**config.mk**
```make
export PLATFORM = sky130hd
export DESIGN_NAME = vga_ctrl_regs_flat
export DESIGN_NICKNAME = d
export VERILOG_FILES = /design/src/rtl/vga_ctrl_regs_if.sv /design/src/rtl/vga_ctrl_regs.sv /design/src/flat_wrapper.sv
export SDC_FILE = /design/constraint.sdc
export NUM_CORES = 1
export LEC_CHECK = 0
export BUFFER_PORTS_ARGS = -buffer_cell sky130_fd_sc_hd__buf_2
export CORE_MARGIN = 10
export CORE_UTILIZATION = 25
export DETAILED_ROUTE_END_ITERATION = 8
export HOLD_SLACK_MARGIN = 0.03
export PLACE_DENSITY = 0.4
export SYNTH_ARGS = -nofsm -noshare
export SYNTH_HDL_FRONTEND = slang
export SYNTH_SLANG_ARGS = --single-unit
```
**constraint.sdc**
```tcl
create_clock -name clk -period 2.18 [get_ports clk]
set_input_delay 0.109 -clock clk [delete_from_list [all_inputs] [get_ports clk]]
set_output_delay 0.109 -clock clk [all_outputs]
set_load 0.01 [all_outputs]
```
**src/rtl/vga_ctrl_regs_if.sv**
```systemverilog
// CPU I/O bus between the host and the VGA control register file.
// The master drives address, select, strobe and write data; the slave
// returns read data and the enable for the external bus buffer.
interface vga_ctrl_regs_if #(
    parameter int DATA_W = 8
);
    logic [3:0]        addr;
    logic              _vga_io;
    logic              _wr;
    logic [DATA_W-1:0] data_in;
    logic [DATA_W-1:0] data_out;
    logic              data_oe;

    modport master (
        output addr, _vga_io, _wr, data_in,
        input  data_out, data_oe
    );

    modport slave (
        input  addr, _vga_io, _wr, data_in,
        output data_out, data_oe
    );
endinterface

```
**src/rtl/vga_ctrl_regs.sv**
```systemverilog
// VGA control register file: mode/plane/IRQ enables, background colour
// bank, vsync/hsync synchronizers and a sticky W1C interrupt block.
// Optional feature macro: VGA_LINE_IRQ_EN adds the raster line counter,
// the LCMP/LCNT registers and the line-compare interrupt. Without it,
// addresses 2..5 read 0 and only vsync can raise irq.
module vga_ctrl_regs #(
    parameter int DATA_W   = 8,
    parameter int BG_SEL_W = 2,
    parameter int LINE_W   = 10
) (
    input  logic                clk,
    input  logic                reset,
    vga_ctrl_regs_if.slave      bus,
    input  logic                vsync,
    input  logic                hsync,
    input  logic                _char_bg,
    input  logic [BG_SEL_W-1:0] bg_sel,
    output logic [DATA_W-1:0]   dcol,
    output logic                dcol_oe,
    output logic [1:0]          mode,
    output logic                plane,
    output logic                irq
);
    localparam int NBG  = 2 ** BG_SEL_W;
    localparam int HI_W = LINE_W - 8;

    localparam logic [3:0] A_CTRL    = 4'd0;
    localparam logic [3:0] A_STATUS  = 4'd1;
    localparam logic [3:0] A_LCMP_LO = 4'd2;
    localparam logic [3:0] A_LCMP_HI = 4'd3;
    localparam logic [3:0] A_LCNT_LO = 4'd4;
    localparam logic [3:0] A_LCNT_HI = 4'd5;

    // ---------------------------------------------------------------
    // Bus write strobe: one commit per access, on its first cycle.
    // ---------------------------------------------------------------
    logic wr_now, wr_prev, wr_stb;
    assign wr_now = ~bus._vga_io & ~bus._wr;

    // Remember last cycle's write sample; it follows the pins during reset
    // too, so a strobe held low across reset is not taken as a new access.
    always_ff @(posedge clk) begin
        // NOTE: state is updated with non-blocking (<=) so every flop samples
        // the pre-edge values; blocking (=) here would create order races.
        wr_prev <= wr_now;
    end

    assign wr_stb = wr_now & ~wr_prev & ~reset;

    logic                bg_hit;
    logic [BG_SEL_W-1:0] bg_idx;
    assign bg_hit = bus.addr[3] && ({1'b0, bus.addr[2:0]} < 4'(NBG));
    assign bg_idx = bus.addr[BG_SEL_W-1:0];

    logic ctrl_wr, status_wr;
    assign ctrl_wr   = wr_stb && (bus.addr == A_CTRL);
    assign status_wr = wr_stb && (bus.addr == A_STATUS);

    // ---------------------------------------------------------------
    // Sync path: 2-flop synchronizers plus registered falling-edge detect.
    // ---------------------------------------------------------------
    logic [1:0] vs_pipe, hs_pipe;
    logic       vs_dly, vs_fall;
    logic       vsync_s, hsync_s;
    assign vsync_s = vs_pipe[1];
    assign hsync_s = hs_pipe[1];

    // Synchronize vsync/hsync and detect vsync falling edges; cleared to 0 so
    // an idle-high pin only produces a rising edge after reset.
    always_ff @(posedge clk) begin
        if (reset) begin
            vs_pipe <= '0;
            hs_pipe <= '0;
            vs_dly  <= 1'b0;
            vs_fall <= 1'b0;
        end else begin
            vs_pipe <= {vs_pipe[0], vsync};
            hs_pipe <= {hs_pipe[0], hsync};
            vs_dly  <= vs_pipe[1];
            vs_fall <= vs_dly & ~vs_pipe[1];
        end
    end

    // ---------------------------------------------------------------
    // CTRL fields and vsync pending bit.
    // ---------------------------------------------------------------
    logic vs_en, vs_pend;
    logic ln_en, ln_pend;

    // CTRL register and vsync sticky pending; a set beats a same-cycle W1C.
    always_ff @(posedge clk) begin
        if (reset) begin
            mode    <= 2'd0;
            plane   <= 1'b0;
            vs_en   <= 1'b0;
            vs_pend <= 1'b0;
        end else begin
            if (ctrl_wr) begin
                mode  <= bus.data_in[1:0];
                plane <= bus.data_in[2];
                vs_en <= bus.data_in[3];
            end
            vs_pend <= (vs_pend & ~(status_wr & bus.data_in[0])) | vs_fall;
        end
    end

`ifdef VGA_LINE_IRQ_EN
    // ---------------------------------------------------------------
    // Raster line counter and line-compare interrupt.
    // ---------------------------------------------------------------
    logic              hs_dly, hs_fall;
    logic [LINE_W-1:0] lcnt, lcnt_nxt, lcmp;
    logic              lcnt_ld, ln_set;

    // hsync falling-edge detect, aligned with vs_fall.
    always_ff @(posedge clk) begin
        if (reset) begin
            hs_dly  <= 1'b0;
            hs_fall <= 1'b0;
        end else begin
            hs_dly  <= hs_pipe[1];
            hs_fall <= hs_dly & ~hs_pipe[1];
        end
    end

    // Next counter value: vsync clear wins over hsync, count saturates.
    always_comb begin
        // NOTE: defaults first so every path assigns every output and no
        // latch is inferred.
        lcnt_nxt = lcnt;
        lcnt_ld  = 1'b0;
        if (vs_fall) begin
            lcnt_nxt = '0;
            lcnt_ld  = 1'b1;
        end else if (hs_fall && (lcnt != '1)) begin
            lcnt_nxt = lcnt + LINE_W'(1);
            lcnt_ld  = 1'b1;
        end
    end

    assign ln_set = lcnt_ld && (lcnt_nxt == lcmp);

    // Line counter, compare register, ln_en and the line pending bit.
    always_ff @(posedge clk) begin
        if (reset) begin
            lcnt    <= '0;
            lcmp    <= '0;
            ln_en   <= 1'b0;
            ln_pend <= 1'b0;
        end else begin
            lcnt <= lcnt_nxt;
            if (wr_stb && (bus.addr == A_LCMP_LO))
                lcmp[7:0] <= bus.data_in[7:0];
            if (wr_stb && (bus.addr == A_LCMP_HI))
                lcmp[LINE_W-1:8] <= bus.data_in[HI_W-1:0];
            if (ctrl_wr)
                ln_en <= bus.data_in[4];
            ln_pend <= (ln_pend & ~(status_wr & bus.data_in[1])) | ln_set;
        end
    end

    assign irq = (vs_pend & vs_en) | (ln_pend & ln_en);
`else
    assign ln_en   = 1'b0;
    assign ln_pend = 1'b0;
    assign irq     = vs_pend & vs_en;
`endif

    // ---------------------------------------------------------------
    // Background colour bank and registered colour output stage.
    // ---------------------------------------------------------------
    logic [DATA_W-1:0] bgcol [NBG];

    // Colour bank writes.
    always_ff @(posedge clk) begin
        if (reset) begin
            // NOTE: the bank is small and must read 0 after reset, so it is
            // built from resettable flops rather than a RAM macro.
            for (int i = 0; i < NBG; i++)
                bgcol[i] <= '0;
        end else if (wr_stb && bg_hit) begin
            bgcol[bg_idx] <= bus.data_in;
        end
    end

    // One-cycle colour stage toward the pixel mux.
    always_ff @(posedge clk) begin
        if (reset) begin
            dcol    <= '0;
            dcol_oe <= 1'b0;
        end else begin
            dcol    <= (~_char_bg) ? bgcol[bg_sel] : '0;
            dcol_oe <= ~_char_bg;
        end
    end

    // ---------------------------------------------------------------
    // Read path.
    // ---------------------------------------------------------------
    assign bus.data_oe = ~bus._vga_io & bus._wr;

    // Combinational read mux; unmapped addresses and unused high bits read 0.
    always_comb begin
        bus.data_out = '0;
        case (bus.addr)
            A_CTRL:    bus.data_out[6:0] = {hsync_s, vsync_s, ln_en, vs_en, plane, mode};
            A_STATUS:  bus.data_out[1:0] = {ln_pend, vs_pend};
`ifdef VGA_LINE_IRQ_EN
            A_LCMP_LO: bus.data_out[7:0] = lcmp[7:0];
            A_LCMP_HI: bus.data_out[HI_W-1:0] = lcmp[LINE_W-1:8];
            A_LCNT_LO: bus.data_out[7:0] = lcnt[7:0];
            A_LCNT_HI: bus.data_out[HI_W-1:0] = lcnt[LINE_W-1:8];
`endif
            default:   if (bg_hit) bus.data_out = bgcol[bg_idx];
        endcase
    end
endmodule

```
**src/flat_wrapper.sv**
```systemverilog
// flat-port wrapper written by rule: the top's interface ports become plain ports
module vga_ctrl_regs_flat 
#(
    parameter int DATA_W   = 8,
    parameter int BG_SEL_W = 2,
    parameter int LINE_W   = 10
)
  (clk, reset, vsync, hsync, _char_bg, bg_sel, dcol, dcol_oe, mode, plane, irq, bus_addr, bus__vga_io, bus__wr, bus_data_in, bus_data_out, bus_data_oe);
  vga_ctrl_regs_if #(.DATA_W(DATA_W)) bus_i ();
  input  logic clk;
  input  logic reset;
  input  logic vsync;
  input  logic hsync;
  input  logic _char_bg;
  input  logic [BG_SEL_W-1:0] bg_sel;
  output logic [DATA_W-1:0] dcol;
  output logic dcol_oe;
  output logic [1:0] mode;
  output logic plane;
  output logic irq;
  input wire logic [$bits(bus_i.addr)-1:0] bus_addr;
  input wire logic [$bits(bus_i._vga_io)-1:0] bus__vga_io;
  input wire logic [$bits(bus_i._wr)-1:0] bus__wr;
  input wire logic [$bits(bus_i.data_in)-1:0] bus_data_in;
  output wire logic [$bits(bus_i.data_out)-1:0] bus_data_out;
  output wire logic [$bits(bus_i.data_oe)-1:0] bus_data_oe;
  assign bus_i.addr = bus_addr;
  assign bus_i._vga_io = bus__vga_io;
  assign bus_i._wr = bus__wr;
  assign bus_i.data_in = bus_data_in;
  assign bus_data_out = bus_i.data_out;
  assign bus_data_oe = bus_i.data_oe;
  vga_ctrl_regs #(.DATA_W(DATA_W), .BG_SEL_W(BG_SEL_W), .LINE_W(LINE_W)) u_core (.clk(clk), .reset(reset), .bus(bus_i), .vsync(vsync), .hsync(hsync), ._char_bg(_char_bg), .bg_sel(bg_sel), .dcol(dcol), .dcol_oe(dcol_oe), .mode(mode), .plane(plane), .irq(irq));
endmodule
```
* Yosys cells after proc, flatten, opt, wreduce, memory -nomap -nowiden *
Memories as Yosys holds them, arrays and structs flattened. A register that Yosys moved wholly into a read port is not among the register bits.
Cells that the tools add are included.

word-level totals
  output and inout bits = 22
  word-level logic and storage cells = 49
  bits in registers = 13
  bits of input ports = 21
  memory bits (writable) = 32
  memories = 1

cells by class
  multiplexer cells = 12
  reductions and logical operators = 8
  bitwise logic cells = 16
  equality and inequality tests = 1
  $lt $le $gt $ge = 1

memory list
  memory        depth  bits a word  rd ports  clocked after memory_dff  wr ports  line                  RTL
  u_core.bgcol  4      8            2         1                         4         vga_ctrl_regs.sv:172  logic [DATA_W-1:0] bgcol [NBG];

operator list
  kind                count
  $mux 8              2
  $pmux 5 s2          1
  $and 1x1->1         8
  $reduce_or 8->1     1
  $mux 1              7
  $not 1->1           7
  $eq 4x1->1 const B  1
  $logic_and 1x1->1   4
  $logic_not 4->1     1
  $pmux 2 s2          1
  $reduce_or 2->1     2
  $lt 3x3->1 const B  1
  $mux 2              1
  $or 1x1->1          1

* Logic depth before layout (Yosys ltp) *
Gate-level depths: netlist of the first run.

  word-level depth = 10
  gate-level depth with buffers = 5
  depth with buffers taken out = 3

* Worst setup path after synthesis of the first run *
No wires, ideal clock.

  kind = flip-flop to flip-flop
  start = register u_core.wr_prev
  end = memory u_core.bgcol[3][0], enable pin
  cell stages (with the launch flop) = 6
  slack = 0.378 ns
  path buffers = 2
  period minus slack after synthesis = 1.802 ns
  arrival = 1.489 ns
  library setup time = 0.313 ns
  required time = 1.867 ns
  path through = dfxtp_1 or4_1 buf_2 buf_2 nor2_1 a31o_2

RTL lines
  item                      line                  RTL
  start: declaration        vga_ctrl_regs.sv:37   logic wr_now, wr_prev, wr_stb;
  start signal: assignment  vga_ctrl_regs.sv:45   wr_prev <= wr_now;
  end: declaration          vga_ctrl_regs.sv:172

==> summary.txt, run 1 <==
Status
  • Status: complete, no violations

Setup path
  • CP max stage delay: 0.69 ns
  • Required time of the critical path: 2.18 ns
  • Crit path buf inv count: 2
  • Setup CP Type: input pin to flip-flop
  • CP top delay family: simple AND/OR/NAND/NOR gates
  • Highest fanout seen on the critical path: 8
  • CP Capture Type: flip-flop
  • Slowest CP cell: or4_1
  • Critical path cell sequence: dlygate4sd3_1, buf_2, or4_1, nor4b_4, or2_2
  • Startpoint Class: input pin
  • CP arrival: 2.05 ns

Synth
  • Seq/Total Area, Yosys: 56.6%
  • Avg Cell Area, Syn: 13.0 um2
  • FF+latch count, synth: 53
  • Main combinational cell family by area after synthesis: simple AND/OR/NAND/NOR gates
  • Primary FF master, synth: edfxtp_1
  • Netlist cell types: 28
  • Synth async-reset ratio: 0%
  • Mapped Cells: 188
  • Synthesized cell area: 2440 um2
  • Compound-gate portion of the synthesized area: 4.00%
  • Post-Synth Adder-Cell Area: 0%
  • Xor/xnor share of the synthesized area: 0%
  • Mux share of post-synthesis cell area: 15.1%
  • Simple-Gate Fraction of Synth Area: 21.2%
  • Net Count, Synth: 209
  • YS warnings: 0
  • Number of synthesized flops with an enable pin: 32

Detailed routing
  • 1st-pass router iterations: 4
  • Remaining DRCs: 0
  • WL/cell: 18.0 um
  • Routed WL: 6670 um
  • Final ANT Viol Nets: 0
  • Routed vias: 1638
  • Via-per-instance ratio: 4.42
  • DRT iter0 DRCs: 77

Finish
  • Most common cell after layout, fill and taps aside: buf_2
  • Fraction of layout cells with a size suffix above 1: 31.0%
  • Final Non-Filler Cells: 371
  • P&R area growth vs syn: 22.4%
  • # diodes: 0
  • Nets: 262
  • Most frequent cells in the layout: buf_2 (42), and2_1 (37), edfxtp_1 (32)
  • Post-layout instance area: 2980 um2
  • Fillers: 974

Die
  • Core area: 9370 um2
  • Initial core utilization: 26.0%
  • Boundary Pins: 43
  • Die area: 14100 um2
  • Die height: 119 um
  • # rows: 35
  • Die width: 119 um

Place
  • Placed Cells: 359
  • Number of I/O port buffers: 42
  • Gp weighted congestion: 0.723
  • Final HPWL DP: 4870 um
  • Post-DP Area: 2840 um2
  • Place WS: 0.344 ns

Min path
  • Worst hold-check path type: input pin to flip-flop

STA
  • Setup TNS: 0 ns
  • Post-route setup slack: 0.122 ns
  • Crit path time final: 2.06 ns
  • # setup viols final: 0
  • Final Hold Viols: 0
  • Tcrit/Tclk final: 94.4%
  • Max-slew headroom: 56.0%
  • Final Skew: 0.00463 ns
  • Unrepaired setup endpoints after global routing: false
  • Worst slew pin tran: 0.660 ns
  • Max Clk Rate: 486 MHz
  • Slew Limit Fails: 0

Power and ir drop
  • Max rail drop VDD: 257 uV
  • Overall power: 1.95 mW
  • P_leak: 1.21 nW
  • PD cells: 653 nW/um2

Clocking
  • Post-CTS sizing: 0
  • TritonCTS buffer count: 5
  • Root Driver: clkbuf_8
  • Clock Sinks: 53
  • H-tree depth: 2
  • CTS clock-pin slew for the worst setup and hold paths: 0.10 ns
  • Clk buf depth: 2
  • Worst-skew pair later-pin latency: 0.30 ns
  • CTS tree: built

Global route
  • Number of global-route vias before repair: 1707
  • Global route overflow: 0
  • Initial antenna violation count: 0
  • First-pass GRT wire length: 10500 um
  • Largest net degree at the start of global routing: 17
  • GRT Total Usage: 9.58%

Flow run
  • Max Cap Violations: 0
==> final cells by class <==
type	instances	area [um2]	share of cell area [%]
flip-flops and latches	53	1380	46.3
multi-input cells	119	983	33.0
repair buffers	57	333	11.2
well taps	129	161	5.41
clock buffers	6	72.6	2.43
clock inverters	2	33.8	1.13
inverters	5	18.8	0.629
==> synth_stat cells, types with 5 or more instances <==
library cell	n	area share, %
buf_2	5	1.0
mux2i_1	11	4.5
nand2_1	6	0.92
edfxtp_1	32	39
mux4_2	8	7.4
or3_1	5	1.3
and2_1	37	9.5
nor3_1	5	1.0
nor2b_1	8	2.1
inv_1	5	0.77
dfxtp_1	21	17
o21ai_0	5	1.0
o221ai_1	5	1.8
==> path summary, 6_finish.rpt <==
kind              slack (ns)                         start  depth (start not counted)                               end
hold reg to reg         0.45  u_core.hs_pipe[0]$_SDFF_PP0_                          1      u_core.hs_pipe[1]$_SDFF_PP0_
hold / removal          0.12                bus_data_in[6]                          2  u_core.bgcol[2][6]$_SDFFCE_PN0P_
setup / recovery        0.12                       bus__wr                          5  u_core.bgcol[1][1]$_SDFFCE_PN0P_
setup reg to reg        0.33        u_core.wr_prev$_DFF_P_                          3  u_core.bgcol[1][1]$_SDFFCE_PN0P_
==> flip-flops by register name, summed over array words and instances, names as in the netlist <==
signal,cells
u_core.bgcol,32
u_core.dcol,8
u_core.dcol_oe,1
u_core.hs_pipe,2
u_core.mode,2
u_core.plane,1
u_core.vs_dly,1
u_core.vs_en,1
u_core.vs_fall,1
u_core.vs_pend,1
u_core.vs_pipe,2
u_core.wr_prev,1
==> layer usage <==
layer	part of all wire (%)	vias to the layer above	global-route usage (%)
met1	47	801	13.0
met2	47	39	14.5
met3	5.7	4	2.81
met4	0.66	0	2.29
li1	-	794	-
met5	0	-	0
==> through the flow <==
step	utilization, %	hold WS, ns
floorplan	-	0.176
global placement	30.3	0.291
detailed placement	30.3	0.290
CTS	31.8	0.117
global route	31.8	0.116
finish	31.8	0.118
==> power breakdown <==
part | switching [mW] | leakage [nW] | internal (mW)
clock network | 0.329 | 0.0528 | 0.340
logic | 0.101 | 0.646 | 0.0780
registers | 0.0125 | 0.515 | 1.09
==> cell families (layout without fill, tap and decap cells) <==
kind of cell    Yosys count  in the layout
simple gates             82             82
flops                    53             53
mux                      22             22
buf+inv                  16             70
compound gates           15             15
==> timing repair <==
| item | in CTS | in global routing |
|---|---|---|
| hold buffers | 4 | 0 |
| buffers inserted | 0 | 0 |
| endpoints found under the hold margin | 3 | 0 |
Note: power is estimated with default switching activity, not from simulation.
==> run 2: changes to the inputs <==
--- a/config.mk
+++ b/config.mk
@@ -5,12 +5,12 @@
 export SDC_FILE = /design/constraint.sdc
 export NUM_CORES = 1
 export LEC_CHECK = 0
-export BUFFER_PORTS_ARGS = -buffer_cell sky130_fd_sc_hd__buf_2
 export CORE_MARGIN = 10
 export CORE_UTILIZATION = 25
 export DETAILED_ROUTE_END_ITERATION = 8
+export DONT_BUFFER_PORTS = 1
 export HOLD_SLACK_MARGIN = 0.03
-export PLACE_DENSITY = 0.4
+export PLACE_DENSITY = 0.36
 export SYNTH_ARGS = -nofsm -noshare
 export SYNTH_HDL_FRONTEND = slang
 export SYNTH_SLANG_ARGS = --single-unit
==> run 2 against run 1 <==
Effect of this change: final cell count shrank 9.7%; fmax grew 6.7%; highest routed layer unchanged; first-iteration DRC count grew 56%; routed wire length grew 1.1%; clock-buffer cell count is the same; worst hold slack lost 0.087 ns; register-to-register slack lost 0.08 ns; global-route usage is essentially flat; clock skew grew 0.0032 ns; die area is the same; largest cell class unchanged; sequential cell count is the same.
==> summary.txt, run 2 (synthesis gave the netlist of run 1 again) <==
Status
  • Status: complete, no violations (unchanged)

Global route
  • GRT Total Usage: 9.57% (was 9.58%)
  • Largest net degree at the start of global routing: 22 (was 17)
  • Number of global-route vias before repair: 1640 (was 1707)
  • First-pass GRT wire length: 10200 um (was 10500 um)
  • Global route overflow: 0 (unchanged)
  • Initial antenna violation count: 0 (unchanged)

Detailed routing
  • DRT iter0 DRCs: 120 (was 77)
  • Routed vias: 1529 (was 1638)
  • WL/cell: 20.1 um (was 18.0 um)
  • Routed WL: 6740 um (was 6670 um)
  • Via-per-instance ratio: 4.56 (was 4.42)
  • 1st-pass router iterations: 4 (unchanged)
  • Final ANT Viol Nets: 0 (unchanged)
  • Remaining DRCs: 0 (unchanged)

Finish
  • # diodes: 0 (unchanged)
  • Most frequent cells in the layout: and2_1 (37), edfxtp_1 (32), dfxtp_1 (21) (was buf_2 (42), and2_1 (37), edfxtp_1 (32))
  • Fraction of layout cells with a size suffix above 1: 15.0% (was 31.0%)
  • Max reg flops: 32 (unchanged)
  • Most common cell after layout, fill and taps aside: and2_1 (was buf_2)
  • Biggest register: u_core.bgcol (unchanged)
  • Final Non-Filler Cells: 335 (was 371)
  • Nets: 226 (was 262)
  • Regs by FF count: u_core.bgcol x32, u_core.dcol x8 (unchanged)
  • P&R area growth vs syn: 15.5% (was 22.4%)

Power and ir drop
  • Max rail drop VDD: 211 uV (was 257 uV)
  • Switching power: 0.395 mW (was 0.443 mW)
  • Internal power: 1.38 mW (was 1.51 mW)
  • Overall power: 1.77 mW (was 1.95 mW)
  • P_leak: 1.03 nW (was 1.21 nW)
  • Clk network pwr share: 30.4% (was 34.4%)
  • Comb power frac: 7.3% (was 9.2%)
  • PD cells: 629 nW/um2 (was 653 nW/um2)
  • Switch share: 22.3% (was 22.7%)
  • Sequential share of power: 62.3% (was 56.4%)

STA
  • Unrepaired setup endpoints after global routing: false (unchanged)
  • Final Skew: 0.00783 ns (was 0.00463 ns)
  • Final Hold Viols: 0 (unchanged)
  • Slew Limit Fails: 0 (unchanged)
  • Tcrit/Tclk final: 88.5% (was 94.4%)
  • Worst slew pin tran: 0.880 ns (was 0.660 ns)
  • Crit path time final: 1.93 ns (was 2.06 ns)
  • Setup TNS: 0 ns (unchanged)
  • # setup viols final: 0 (unchanged)
  • Max Clk Rate: 519 MHz (was 486 MHz)
  • Max-slew headroom: 41.1% (was 56.0%)
  • Post-route setup slack: 0.252 ns (was 0.122 ns)
  • Hold_ws: 0.0315 ns (was 0.118 ns)

Clocking
  • CTS clock-pin slew for the worst setup and hold paths: 0.10 ns (about the same)
  • Clock Sinks: 53 (unchanged)
  • Clk buf depth: 2 (unchanged)
  • CTS tree: built (unchanged)
  • TritonCTS buffer count: 5 (unchanged)
  • Post-CTS setup buffers: 0 (unchanged)
  • Worst-skew pair later-pin latency: 0.30 ns (about the same)
  • Root Driver: clkbuf_8 (unchanged)
  • H-tree depth: 2 (unchanged)

Min path
  • Worst hold-check path type: input pin to flip-flop (unchanged)

Place
  • Place WS: 0.243 ns (was 0.344 ns)
  • Placed Cells: 314 (was 359)
  • Gp weighted congestion: 0.733 (was 0.723)
  • Number of I/O port buffers: 0 (was 42)
  • Final HPWL DP: 4940 um (was 4870 um)

Setup path
  • Required time of the critical path: 2.17 ns (was 2.18 ns)
  • CP arrival: 1.92 ns (was 2.05 ns)
  • Highest fanout seen on the critical path: 11 (was 8)
  • CP Capture Type: flip-flop (unchanged)
  • Startpoint Class: flip-flop (was input pin)
  • Setup CP Type: flip-flop to flip-flop (was input pin to flip-flop)

Die
  • Boundary Pins: 43 (unchanged)
  • Die area: 14100 um2 (unchanged)
  • # rows: 35 (unchanged)
  • Die width: 119 um (unchanged)
  • Initial core utilization: 26.0% (unchanged)
  • Die height: 119 um (unchanged)
  • Core area: 9370 um2 (unchanged)

Flow run
  • Max Cap Violations: 0 (unchanged)
-- run 2: routing by layer --
layer / part of all wire (%) / routed length (um) / GRT usage, %
met1: 45 / 3000 / 11.7
met2: 48 / 3220 / 15.2
met3: 6.9 / 465 / 3.76
met4: 0.76 / 51 / 2.67
met5: 0 / 0 / 0
-- run 2: worst paths after layout --
kind / from / to / slack (ns) / depth (start not counted)
worst min-delay path: bus_data_in[0] / u_core.vs_pend$_SDFF_PP0_ / 0.03 / 3
worst max-delay path: u_core.wr_prev$_DFF_P_ / u_core.bgcol[1][1]$_SDFFCE_PN0P_ / 0.25 / 3
worst min register to register: u_core.vs_pipe[0]$_SDFF_PP0_ / u_core.vs_pipe[1]$_SDFF_PP0_ / 0.45 / 1
worst max register to register: u_core.wr_prev$_DFF_P_ / u_core.bgcol[1][1]$_SDFFCE_PN0P_ / 0.25 / 3
-- run 2: power by group through the flow --
stage	Sequential [mW]	Clock [mW]	Combinational (mW)
floorplan	1.12	0	0.100
global placement	1.13	0	0.105
detailed placement	1.13	0	0.107
CTS	1.10	0.566	0.134
global route	1.11	0.603	0.143
finish	1.10	0.538	0.130
-- run 2: stage by stage --
step	area (um2)	utilization [%]
final	2820	30.1
after global routing	2820	30.1
after CTS	2820	30.1
after detailed placement	2610	27.8
after global placement	2610	27.8
after floorplan	2440	-
-- run 2: worst max-delay path, cell delays in order, from the launching register on --
cell and delay (ns):
dfxtp_1 0.31, or4_1 0.70, nor4b_4 0.31, or2_2 0.30
-- run 2: repair_timing --
action	CTS	global route
resized for setup	0	0
hold buffers	13	0
setup endpoints to repair	0	0
hold endpoints to repair	40	0
-- run 2: layout make-up --
class,count,area [um2]
Clock buffer,6,72.6
Clock inverter,2,10.0
Fill cell,981,6550
Inverter,5,18.8
Multi-Input combinational cell,119,983
Sequential cell,53,1380
Tap cell,129,161
Timing Repair Buffer,21,190
